`config.mk`:
```
export PLATFORM = sky130hd
export DESIGN_NAME = alu_seq
export DESIGN_NICKNAME = d
export VERILOG_FILES = /design/src/rtl/alu_pkg.sv /design/src/rtl/alu_shifter.sv /design/src/rtl/alu_seq.sv
export SDC_FILE = /design/constraint.sdc
export NUM_CORES = 1
export LEC_CHECK = 0
export CAP_MARGIN = 25
export CORE_MARGIN = 4
export CORE_UTILIZATION = 35
export CTS_CLUSTER_DIAMETER = 100
export DETAILED_ROUTE_END_ITERATION = 6
export PLACE_DENSITY = 0.59
export SLEW_MARGIN = 0
export SYNTH_ARGS = -nofsm -noshare
export SYNTH_HDL_FRONTEND = slang
export SYNTH_SLANG_ARGS = --single-unit
export TNS_END_PERCENT = 1
```
`constraint.sdc`:
```
create_clock -name clk -period 6.4 [get_ports clk]
set_input_delay 1.6 -clock clk [delete_from_list [all_inputs] [get_ports clk]]
set_output_delay 1.6 -clock clk [all_outputs]
set_load 0.02 [all_outputs]
```
`src/rtl/alu_pkg.sv`:
```
// Shared types for the sequential ALU: opcodes, flag register layout and FSM states.
package alu_pkg;

   typedef enum logic [3:0] {
      OP_PASSA = 4'b0000,
      OP_PASSB = 4'b0001,
      OP_NOTA  = 4'b0010,
      OP_NOTB  = 4'b0011,
      OP_ADD   = 4'b0100,
      OP_ADC   = 4'b0101,
      OP_OR    = 4'b0110,
      OP_AND   = 4'b0111,
      OP_ZERO  = 4'b1000,
      OP_ONE   = 4'b1001,
      OP_ONES  = 4'b1010,
      OP_CLRC  = 4'b1011,
      OP_SETC  = 4'b1100,
      OP_SUB   = 4'b1101,
      OP_SHL   = 4'b1110,
      OP_SHR   = 4'b1111
   } alu_op_e;

   typedef struct packed {
      logic c;
      logic z;
      logic n;
      logic v;
   } alu_flags_t;

   typedef enum logic {
      S_IDLE  = 1'b0,
      S_SHIFT = 1'b1
   } alu_state_e;

endpackage

```
`src/rtl/alu_shifter.sv`:
```
// Iterative logical shifter: one bit per clock; result/carry present the value of the current step.
module alu_shifter
   import alu_pkg::*;
#(
   parameter int WIDTH   = 16,
   parameter int SHAMT_W = 4
) (
   input  logic               clk,
   input  logic               rst_n,
   input  logic               load,
   input  logic               dir,
   input  logic [WIDTH-1:0]   a,
   input  logic [SHAMT_W-1:0] shamt,
   output logic               done,
   output logic [WIDTH-1:0]   result,
   output logic               carry
);

   logic [WIDTH-1:0]   work_q, work_d;
   logic [SHAMT_W-1:0] cnt_q, cnt_d;
   logic               dir_q, dir_d;
   logic [WIDTH-1:0]   shifted_s;
   logic               out_bit_s;

   // One-bit step of the working value; dir=1 shifts right.
   always_comb begin
      shifted_s = work_q;
      out_bit_s = 1'b0;
      if (dir_q) begin
         shifted_s = {1'b0, work_q[WIDTH-1:1]};
         out_bit_s = work_q[0];
      end else begin
         shifted_s = {work_q[WIDTH-2:0], 1'b0};
         out_bit_s = work_q[WIDTH-1];
      end
   end

   // Next-state for the work/count registers.
   always_comb begin
      work_d = work_q;
      cnt_d  = cnt_q;
      dir_d  = dir_q;
      if (load) begin
         work_d = a;
         cnt_d  = shamt;
         dir_d  = dir;
      end else if (cnt_q != {SHAMT_W{1'b0}}) begin
         work_d = shifted_s;
         cnt_d  = cnt_q - {{(SHAMT_W-1){1'b0}}, 1'b1};
      end else begin
         work_d = work_q;
      end
   end

   // Shift engine state registers.
   always_ff @(posedge clk or negedge rst_n) begin
      if (!rst_n) begin
         work_q <= {WIDTH{1'b0}};
         cnt_q  <= {SHAMT_W{1'b0}};
         dir_q  <= 1'b0;
      end else begin
         work_q <= work_d;
         cnt_q  <= cnt_d;
         dir_q  <= dir_d;
      end
   end

   // done marks the edge that performs the final shift.
   assign done   = (cnt_q == {{(SHAMT_W-1){1'b0}}, 1'b1});
   assign result = shifted_s;
   assign carry  = out_bit_s;

endmodule

```
`src/rtl/alu_seq.sv`:
```
// Registered ALU with persistent C/Z/N/V flags, valid/ready input and iterative shifts.
module alu_seq
   import alu_pkg::*;
#(
   parameter int WIDTH = 16
) (
   input  logic             clk,
   input  logic             rst_n,
   input  logic             in_valid,
   output logic             in_ready,
   input  logic [3:0]       aluc,
   input  logic [WIDTH-1:0] a,
   input  logic [WIDTH-1:0] b,
   output logic             out_valid,
   output logic [WIDTH-1:0] z,
   output logic             cy_out,
   output logic             zero,
   output logic             neg,
   output logic             ovf,
   output logic             busy
);

   localparam int SHAMT_W = $clog2(WIDTH);

   alu_state_e         state_q, state_d;
   logic [WIDTH-1:0]   z_q, z_d;
   alu_flags_t         flags_q, flags_d;
   logic               out_valid_q, out_valid_d;

   logic [SHAMT_W-1:0] shamt_s;
   logic [WIDTH-1:0]   b_op_s;
   logic               cin_s;
   logic [WIDTH:0]     sum_s;
   logic               sum_ovf_s;
   logic [WIDTH-1:0]   res_s;
   logic               wr_z_s, c_new_s, v_new_s, go_shift_s;
   logic               sh_load_s, sh_done_s, sh_carry_s;
   logic [WIDTH-1:0]   sh_result_s;

   assign shamt_s = b[SHAMT_W-1:0];

   // Shared adder: SUB is a + ~b + 1, ADC pulls in the registered carry.
   always_comb begin
      b_op_s = b;
      cin_s  = 1'b0;
      case (alu_op_e'(aluc))
         OP_SUB:  begin b_op_s = ~b; cin_s = 1'b1;      end
         OP_ADC:  begin b_op_s = b;  cin_s = flags_q.c; end
         default: begin b_op_s = b;  cin_s = 1'b0;      end
      endcase
      sum_s     = {1'b0, a} + {1'b0, b_op_s} + {{WIDTH{1'b0}}, cin_s};
      sum_ovf_s = (a[WIDTH-1] == b_op_s[WIDTH-1]) && (sum_s[WIDTH-1] != a[WIDTH-1]);
   end

   // Single-cycle opcode decode.
   always_comb begin
      res_s      = z_q;
      wr_z_s     = 1'b1;
      c_new_s    = flags_q.c;
      v_new_s    = 1'b0;
      go_shift_s = 1'b0;
      case (alu_op_e'(aluc))
         OP_PASSA: res_s = a;
         OP_PASSB: res_s = b;
         OP_NOTA:  res_s = ~a;
         OP_NOTB:  res_s = ~b;
         OP_ADD, OP_ADC, OP_SUB: begin
            res_s   = sum_s[WIDTH-1:0];
            c_new_s = sum_s[WIDTH];
            v_new_s = sum_ovf_s;
         end
         OP_OR:    res_s = a | b;
         OP_AND:   res_s = a & b;
         OP_ZERO:  res_s = {WIDTH{1'b0}};
         OP_ONE:   res_s = {{(WIDTH-1){1'b0}}, 1'b1};
         OP_ONES:  res_s = {WIDTH{1'b1}};
         OP_CLRC:  begin wr_z_s = 1'b0; c_new_s = 1'b0; end
         OP_SETC:  begin wr_z_s = 1'b0; c_new_s = 1'b1; end
         OP_SHL, OP_SHR: begin
            if (shamt_s == {SHAMT_W{1'b0}}) begin
               res_s = a;
            end else begin
               wr_z_s     = 1'b0;
               go_shift_s = 1'b1;
            end
         end
         default:  wr_z_s = 1'b0;
      endcase
   end

   // Handshake FSM and result/flag next-state.
   always_comb begin
      state_d     = state_q;
      z_d         = z_q;
      flags_d     = flags_q;
      out_valid_d = 1'b0;
      sh_load_s   = 1'b0;
      case (state_q)
         S_IDLE: begin
            if (in_valid) begin
               if (go_shift_s) begin
                  sh_load_s = 1'b1;
                  state_d   = S_SHIFT;
               end else begin
                  out_valid_d = 1'b1;
                  flags_d.c   = c_new_s;
                  if (wr_z_s) begin
                     z_d       = res_s;
                     flags_d.z = (res_s == {WIDTH{1'b0}});
                     flags_d.n = res_s[WIDTH-1];
                     flags_d.v = v_new_s;
                  end else begin
                     z_d = z_q;
                  end
               end
            end else begin
               state_d = S_IDLE;
            end
         end
         S_SHIFT: begin
            if (sh_done_s) begin
               z_d         = sh_result_s;
               flags_d.c   = sh_carry_s;
               flags_d.z   = (sh_result_s == {WIDTH{1'b0}});
               flags_d.n   = sh_result_s[WIDTH-1];
               flags_d.v   = 1'b0;
               out_valid_d = 1'b1;
               state_d     = S_IDLE;
            end else begin
               state_d = S_SHIFT;
            end
         end
         default: state_d = S_IDLE;
      endcase
   end

   // State, result and flag registers.
   always_ff @(posedge clk or negedge rst_n) begin
      if (!rst_n) begin
         state_q     <= S_IDLE;
         z_q         <= {WIDTH{1'b0}};
         flags_q     <= '{c: 1'b0, z: 1'b0, n: 1'b0, v: 1'b0};
         out_valid_q <= 1'b0;
      end else begin
         state_q     <= state_d;
         z_q         <= z_d;
         flags_q     <= flags_d;
         out_valid_q <= out_valid_d;
      end
   end

   alu_shifter #(
      .WIDTH   (WIDTH),
      .SHAMT_W (SHAMT_W)
   ) u_shifter (
      .clk    (clk),
      .rst_n  (rst_n),
      .load   (sh_load_s),
      .dir    (aluc == OP_SHR),
      .a      (a),
      .shamt  (shamt_s),
      .done   (sh_done_s),
      .result (sh_result_s),
      .carry  (sh_carry_s)
   );

   assign in_ready  = (state_q == S_IDLE);
   assign busy      = (state_q == S_SHIFT);
   assign out_valid = out_valid_q;
   assign z         = z_q;
   assign cy_out    = flags_q.c;
   assign zero      = flags_q.z;
   assign neg       = flags_q.n;
   assign ovf       = flags_q.v;

endmodule

```
* After elaboration in Yosys (flattened, before gate mapping)
Cells that the tools add are included.
Storage, ports and cells: flip-flop bits (word level) 43, bits in latches 0, bits in writable memories 0, memory bits (read-only) 0, bits of input ports 39, output and inout bits 23, word-level logic and storage cells 88, memories 0
Operators by class: add/sub/neg operators 3, $mul 0, div/mod/pow operators 0, order comparisons 0, equality and inequality tests 23, shift operators 0, mux-type cells 35, bitwise operators 5, reductions and logical operators 12
Operators with widths (count):
- $pmux 16 s11 | 1
- $mux 16 | 9
- $eq 4x4->1 const B | 8
- $logic_not 16->1 | 2
- $not 16->16 | 2
- $pmux 16 s2 | 1
- $mux 4 | 5
- $add 16x16->17 | 1
- $add 17x1->17 | 1
- $and 16x16->16 | 1
- $eq 4x3->1 const B | 4
- $or 16x16->16 | 1
- $mux 1 | 12
- $eq 4x1->1 const B | 2
- $eq 4x2->1 const B | 2
- $logic_not 4->1 | 2
- $pmux 1 s2 | 4
- $pmux 4 s2 | 1
- $reduce_and 4->1 | 2
- $ne 2x1->1 const B | 2
- $ne 2x2->1 const B | 2
- $ne 4x1->1 const B | 1
- $reduce_bool 4->1 | 1
- $reduce_or 2->1 | 2
- 9 further kinds | 9

* Depth between registers and ports, before layout
word-level depth 11, mapped depth 18, depth with buffers taken out 14

* By module
From an unflattened synthesis, not the netlist that was laid out.
Unflattened totals: cell total of the unflattened synthesis 609, area, all modules 4683.2 um^2
By module, submodules not included:
- alu_seq | instances 1, cells each 492, area each 3448.3 um^2, seq. area each 525.5 um^2
- alu_shifter | instances 1, cells each 117, area each 1234.9 um^2, seq. area each 525.5 um^2

* Least setup slack after synthesis
Ideal clock, no wire load.
path type input to register, from input aluc[3], to register flags_q (netlist bit zero), setup time 0.128 ns, arrival 5.963 ns, required time 6.272 ns, setup slack 0.310 ns, stages on the path 17, buffers on the path 5, path through buf_4 buf_2 clkbuf_1 buf_2 nand4_1 clkbuf_1 xnor2_1 fa_1 fa_1 a21o_1 a311oi_1 o21ai_0 o211ai_1 o221ai_1 o311ai_0 o22a_1 o31ai_2
Between the ends: cells in the longest elaborated chain, start to end 10, elaborated cells between the ends (all ways) 34, classes of those cells 2 x add/sub; 17 x eq/ne; 9 x mux; 6 x reduce/logical
Ends and longest elaborated chain:
- start, declared | RTL line alu_seq.sv:11 | input logic [3:0] aluc,
- $eq 4x4->1 | RTL line alu_seq.sv:46, alu_seq.sv:62
- $mux 16 | RTL line alu_seq.sv:46 | case (alu_op_e'(aluc))
- $add 16x16->17 | RTL line alu_seq.sv:51 | sum_s = {1'b0, a} + {1'b0, b_op_s} + {{WIDTH{1'b0}}, cin_s};
- $add 17x1->17 | RTL line alu_seq.sv:51
- $pmux 16 s11 | RTL line alu_seq.sv:62 | case (alu_op_e'(aluc))
- $logic_not 16->1 | RTL line alu_seq.sv:109 | flags_d.z = (res_s == {WIDTH{1'b0}});
- $mux 3 | RTL line alu_seq.sv:107 | if (wr_z_s) begin
- $mux 4 | RTL line alu_seq.sv:101 | if (go_shift_s) begin
- $mux 4 | RTL line alu_seq.sv:100 | if (in_valid) begin
- $pmux 4 s2 | RTL line alu_seq.sv:98 | case (state_q)
- end signal, assigned | RTL line alu_seq.sv:142 | flags_q <= '{c: 1'b0, z: 1'b0, n: 1'b0, v: 1'b0};
- end signal, assigned | RTL line alu_seq.sv:147 | flags_q <= flags_d;
- end, declared | RTL line alu_seq.sv:27 | alu_flags_t flags_q, flags_d;
Several ways; a longest one is shown, not always the timed one. The select of a mux whose other input is x is not followed. A chain may end at the register's enable or synchronous reset.

* Worst setup path after layout
from input aluc[2], to register flags_q (netlist bit zero)
Same word-level chain as after synthesis.

==> results.py <==
metrics = {
    "outcome": {
        "outcome": "finished, final reports clean",
    },
    "clock_network": {
        "clk_latency_ns": 0.29,
        "cts_resized": 0,
        "cts.htree.levels": 2,
        "postCtsSetupBuffers": 0,
        "cts.path.max_buffers": 2,
        "cts.clk_slew.worst_paths_ns": 0.06,
        "clk_root_buffer_cell": "clkbuf_16",
        "cts_buffers": 5,
        "tritoncts": "yes",
        "cts_sinks": 42,
        "cts_hold_buffers": 0,
    },
    "sta": {
        "drv_slew": 0,
        "setup_violations": 0,
        "final.period_utilization_pct": 90.5,
        "rsz0062_at_grt": "no",
        "clock_skew_ns": 0.00763,
        "tightest_slew_ns": 0.857,
        "slew_headroom_pct": 42.3,
        "fin_hold_ws_ns": 0.496,
        "min_period_ns": 5.79,
        "finalHoldViolations": 0,
        "finalSetupTns_ns": 0,
        "max_freq_mhz": 173,
    },
    "setup_path": {
        "critPathArrivalTime_ns": 5.96,
        "cp_top_family": "compound AO/OA/AOI/OAI gates",
        "worst-path-buf-inv": 1,
        "crit_path_end_kind": "register",
        "timing.critical_path.mode_cell": "fa_1",
        "critPathMaxStageDelay_ns": 0.63,
        "crit_slowest_cell": "o311ai_0",
        "startpoint_type": "primary input",
        "crit_required_ns": 6.57,
        "cp_cell_sequence": "clkdlybuf4s50_1 > nand4_1 > xnor2_1 > fa_1 > fa_1 > a21o_1 > a311oi_1 > o21ai_0 > o211ai_1 > o221ai_1 > o311ai_0 > o22a_1 > o31ai_2",
        "path_max_fanout": 9,
        "critPathKind": "in2reg",
    },
    "floorplan": {
        "core_um2": 13300,
        "rows": 42,
        "dieArea_um2": 15600,
        "die_w_um": 125,
        "ios": 62,
        "die_y_um": 125,
        "start_util_pct": 35.9,
    },
    "synth": {
        "netlist-cell-type-count": 80,
        "ys_seq_elements": 42,
        "synth.avg_cell_area_um2": 7.52,
        "async_flop_share_pct": 100,
        "synth_top_area_cell": "dfrtp_1",
        "synth_fp_nets": 696,
        "seq_area_frac_synth_pct": 21.9,
        "ys_warn_count": 0,
        "syn-cell-area_um2": 4790,
        "ys.flop_type": "dfrtp_1",
        "netlist.area_leader.share_pct": 21.9,
        "synthTopCellsByArea": "dfrtp_1 22%, o21ai_0 9.1%, a21oi_1 6.8%",
        "synth_edf_count": 0,
        "synthCells": 637,
    },
    "layout": {
        "post-route-cell-area_um2": 5640,
        "drive_gt1_share_pct": 7.14,
        "layout.nets": 730,
        "area_growth_pct": 17.7,
        "diodes": 0,
    },
    "global_routing": {
        "grt.total_usage_pct": 21.5,
        "antenna_found_initial": 0,
        "grt_pass1_vias": 4883,
        "grt_max_degree": 46,
        "grt_pass1_wl_um": 27700,
        "gr-total-overflow": 0,
    },
    "min_path": {
        "hold_class": "reg2reg",
    },
    "power_and_ir_drop": {
        "internal-power_mw": 0.990,
        "clkPwrFrac_pct": 14.3,
        "seq_power_share_pct": 30.0,
        "power-per-cell-area_nw_per_um2": 325,
        "vdd_ir_drop_max_v": 0.000334,
        "p_comb_share_pct": 55.8,
        "p_leak_nw": 2.22,
        "power_switching_mw": 0.841,
        "swShare_pct": 45.9,
    },
    "routing": {
        "drc": 0,
        "detail_route.iter0.violations": 444,
        "routedWlPerCell_um": 20.3,
        "wl_um": 17200,
        "postRouteAntennaNets": 0,
        "vias": 5069,
        "via_per_inst": 5.98,
        "firstDrtPassIters": 5,
    },
    "place": {
        "placed_area_um2": 5450,
        "gp_congestion": 0.888,
        "numPortBuffers": 61,
        "dp_hpwl_um": 12800,
    },
    "run": {
        "maxCapViolations": 0,
    },
}
[synthesized netlist by cell type (5+ instances only)]
cell and n:
a211oi_1 8, a21o_1 9, a21oi_1 65, a221oi_1 10, a31oi_1 8, a32oi_1 5, and3_1 6, buf_2 8
buf_4 11, clkbuf_1 24, dfrtp_1 42, ha_1 18, inv_1 19, mux2_2 6, mux2i_1 21, nand2_1 78
nand2b_1 6, nand3_1 5, nand4_1 9, nor2_1 43, nor2b_1 8, nor3_1 5, o2111ai_1 5, o21ai_0 87
o221ai_1 6, o31ai_1 6, or3_1 7, xnor2_1 20, xor2_1 5
[layout by cell type (no fill, tap or decap), types with 9 or more instances in the layout]
master           netlist  layout
a221oi_1              10      10
mux2i_1               21      21
nor2_1                43      42
nand2_1               78      78
ha_1                  18      18
xnor2_1               20      20
clkdlybuf4s50_1        0      60
inv_1                 19      19
buf_4                 11      12
a21oi_1               65      65
o21ai_0               87      86
dfrtp_1               42      42
a21o_1                 9       9
nand4_1                9       9
[routing by layer]
layer | global-route usage (%) | wire length (µm) | up-vias | part of all wire [%]
li1 | - | - | 2446 | -
met1 | 31.5 | 7990 | 2407 | 46
met2 | 34.5 | 7950 | 195 | 46
met3 | 2.26 | 1070 | 21 | 6.2
met4 | 3.89 | 231 | 0 | 1.3
met5 | 0 | 0 | - | 0
[through the flow]
step | util, % | setup WS [ns] | total power [mW] | std cells
floorplan | - | 0.310 | 1.18 | 637
CTS | 42.0 | 0.701 | 1.82 | 846
global route | 42.2 | 0.332 | 1.97 | 848
global placement | 40.8 | 0.565 | 1.55 | 838
detailed placement | 40.8 | 0.419 | 1.56 | 838
finish | 42.2 | 0.611 | 1.83 | 848
[final timing paths]
| check | from | to | slack, ns | cells after the start |
|---|---|---|---|---|
| worst min register to register | ovf$_DFFE_PN0P_ | ovf$_DFFE_PN0P_ | 0.50 | 1 |
| worst min-delay path | ovf$_DFFE_PN0P_ | ovf$_DFFE_PN0P_ | 0.50 | 1 |
| min in group asynchronous | rst_n | u_shifter.work_q[10]$_DFFE_PN0P_ | 1.12 | 1 |
| max in group asynchronous | rst_n | u_shifter.cnt_q[3]$_DFFE_PN0P_ | 4.86 | 2 |
| worst max-delay path | aluc[2] | zero$_DFFE_PN0P_ | 0.61 | 13 |
| worst max register to register | cy_out$_DFFE_PN0P_ | zero$_DFFE_PN0P_ | 2.19 | 12 |
[kinds of logic after synthesis]
kind of cell / count (synthesis) / share of synthesized area, %
mux: 28 / 6.11
compound gates: 258 / 34.4
buf+inv: 69 / 7.13
simple gates: 193 / 19.9
xor+xnor: 25 / 4.57
fa+ha+maj: 22 / 5.96
flops: 42 / 21.9
[area by class of cell]
class                      instances  area [µm²]
clock inverter                     2        12.5
sequential                        42        1050
multi-input combinational        526        3410
tap                              176         220
timing repair buffer              75         731
fill                            1404        7710
clock buffer                       6         139
inverter                          21        78.8
[flip-flops by register name, summed over array words and instances, names as in the netlist]
| signal | count |
|---|---|
| busy | 1 |
| cy_out | 1 |
| out_valid | 1 |
| ovf | 1 |
| u_shifter.cnt_q | 4 |
| u_shifter.dir_q | 1 |
| u_shifter.work_q | 16 |
| z | 16 |
| zero | 1 |
[power by group through the flow]
stage | Combinational (mW) | Clock [mW] | Sequential [mW]
after floorplan | 0.630 | 0 | 0.551
after global placement | 1.00 | 0 | 0.548
after detailed placement | 1.01 | 0 | 0.550
after CTS | 1.01 | 0.266 | 0.546
after global routing | 1.13 | 0.279 | 0.563
final | 1.02 | 0.261 | 0.549
Power figures use the tool's default switching activity.
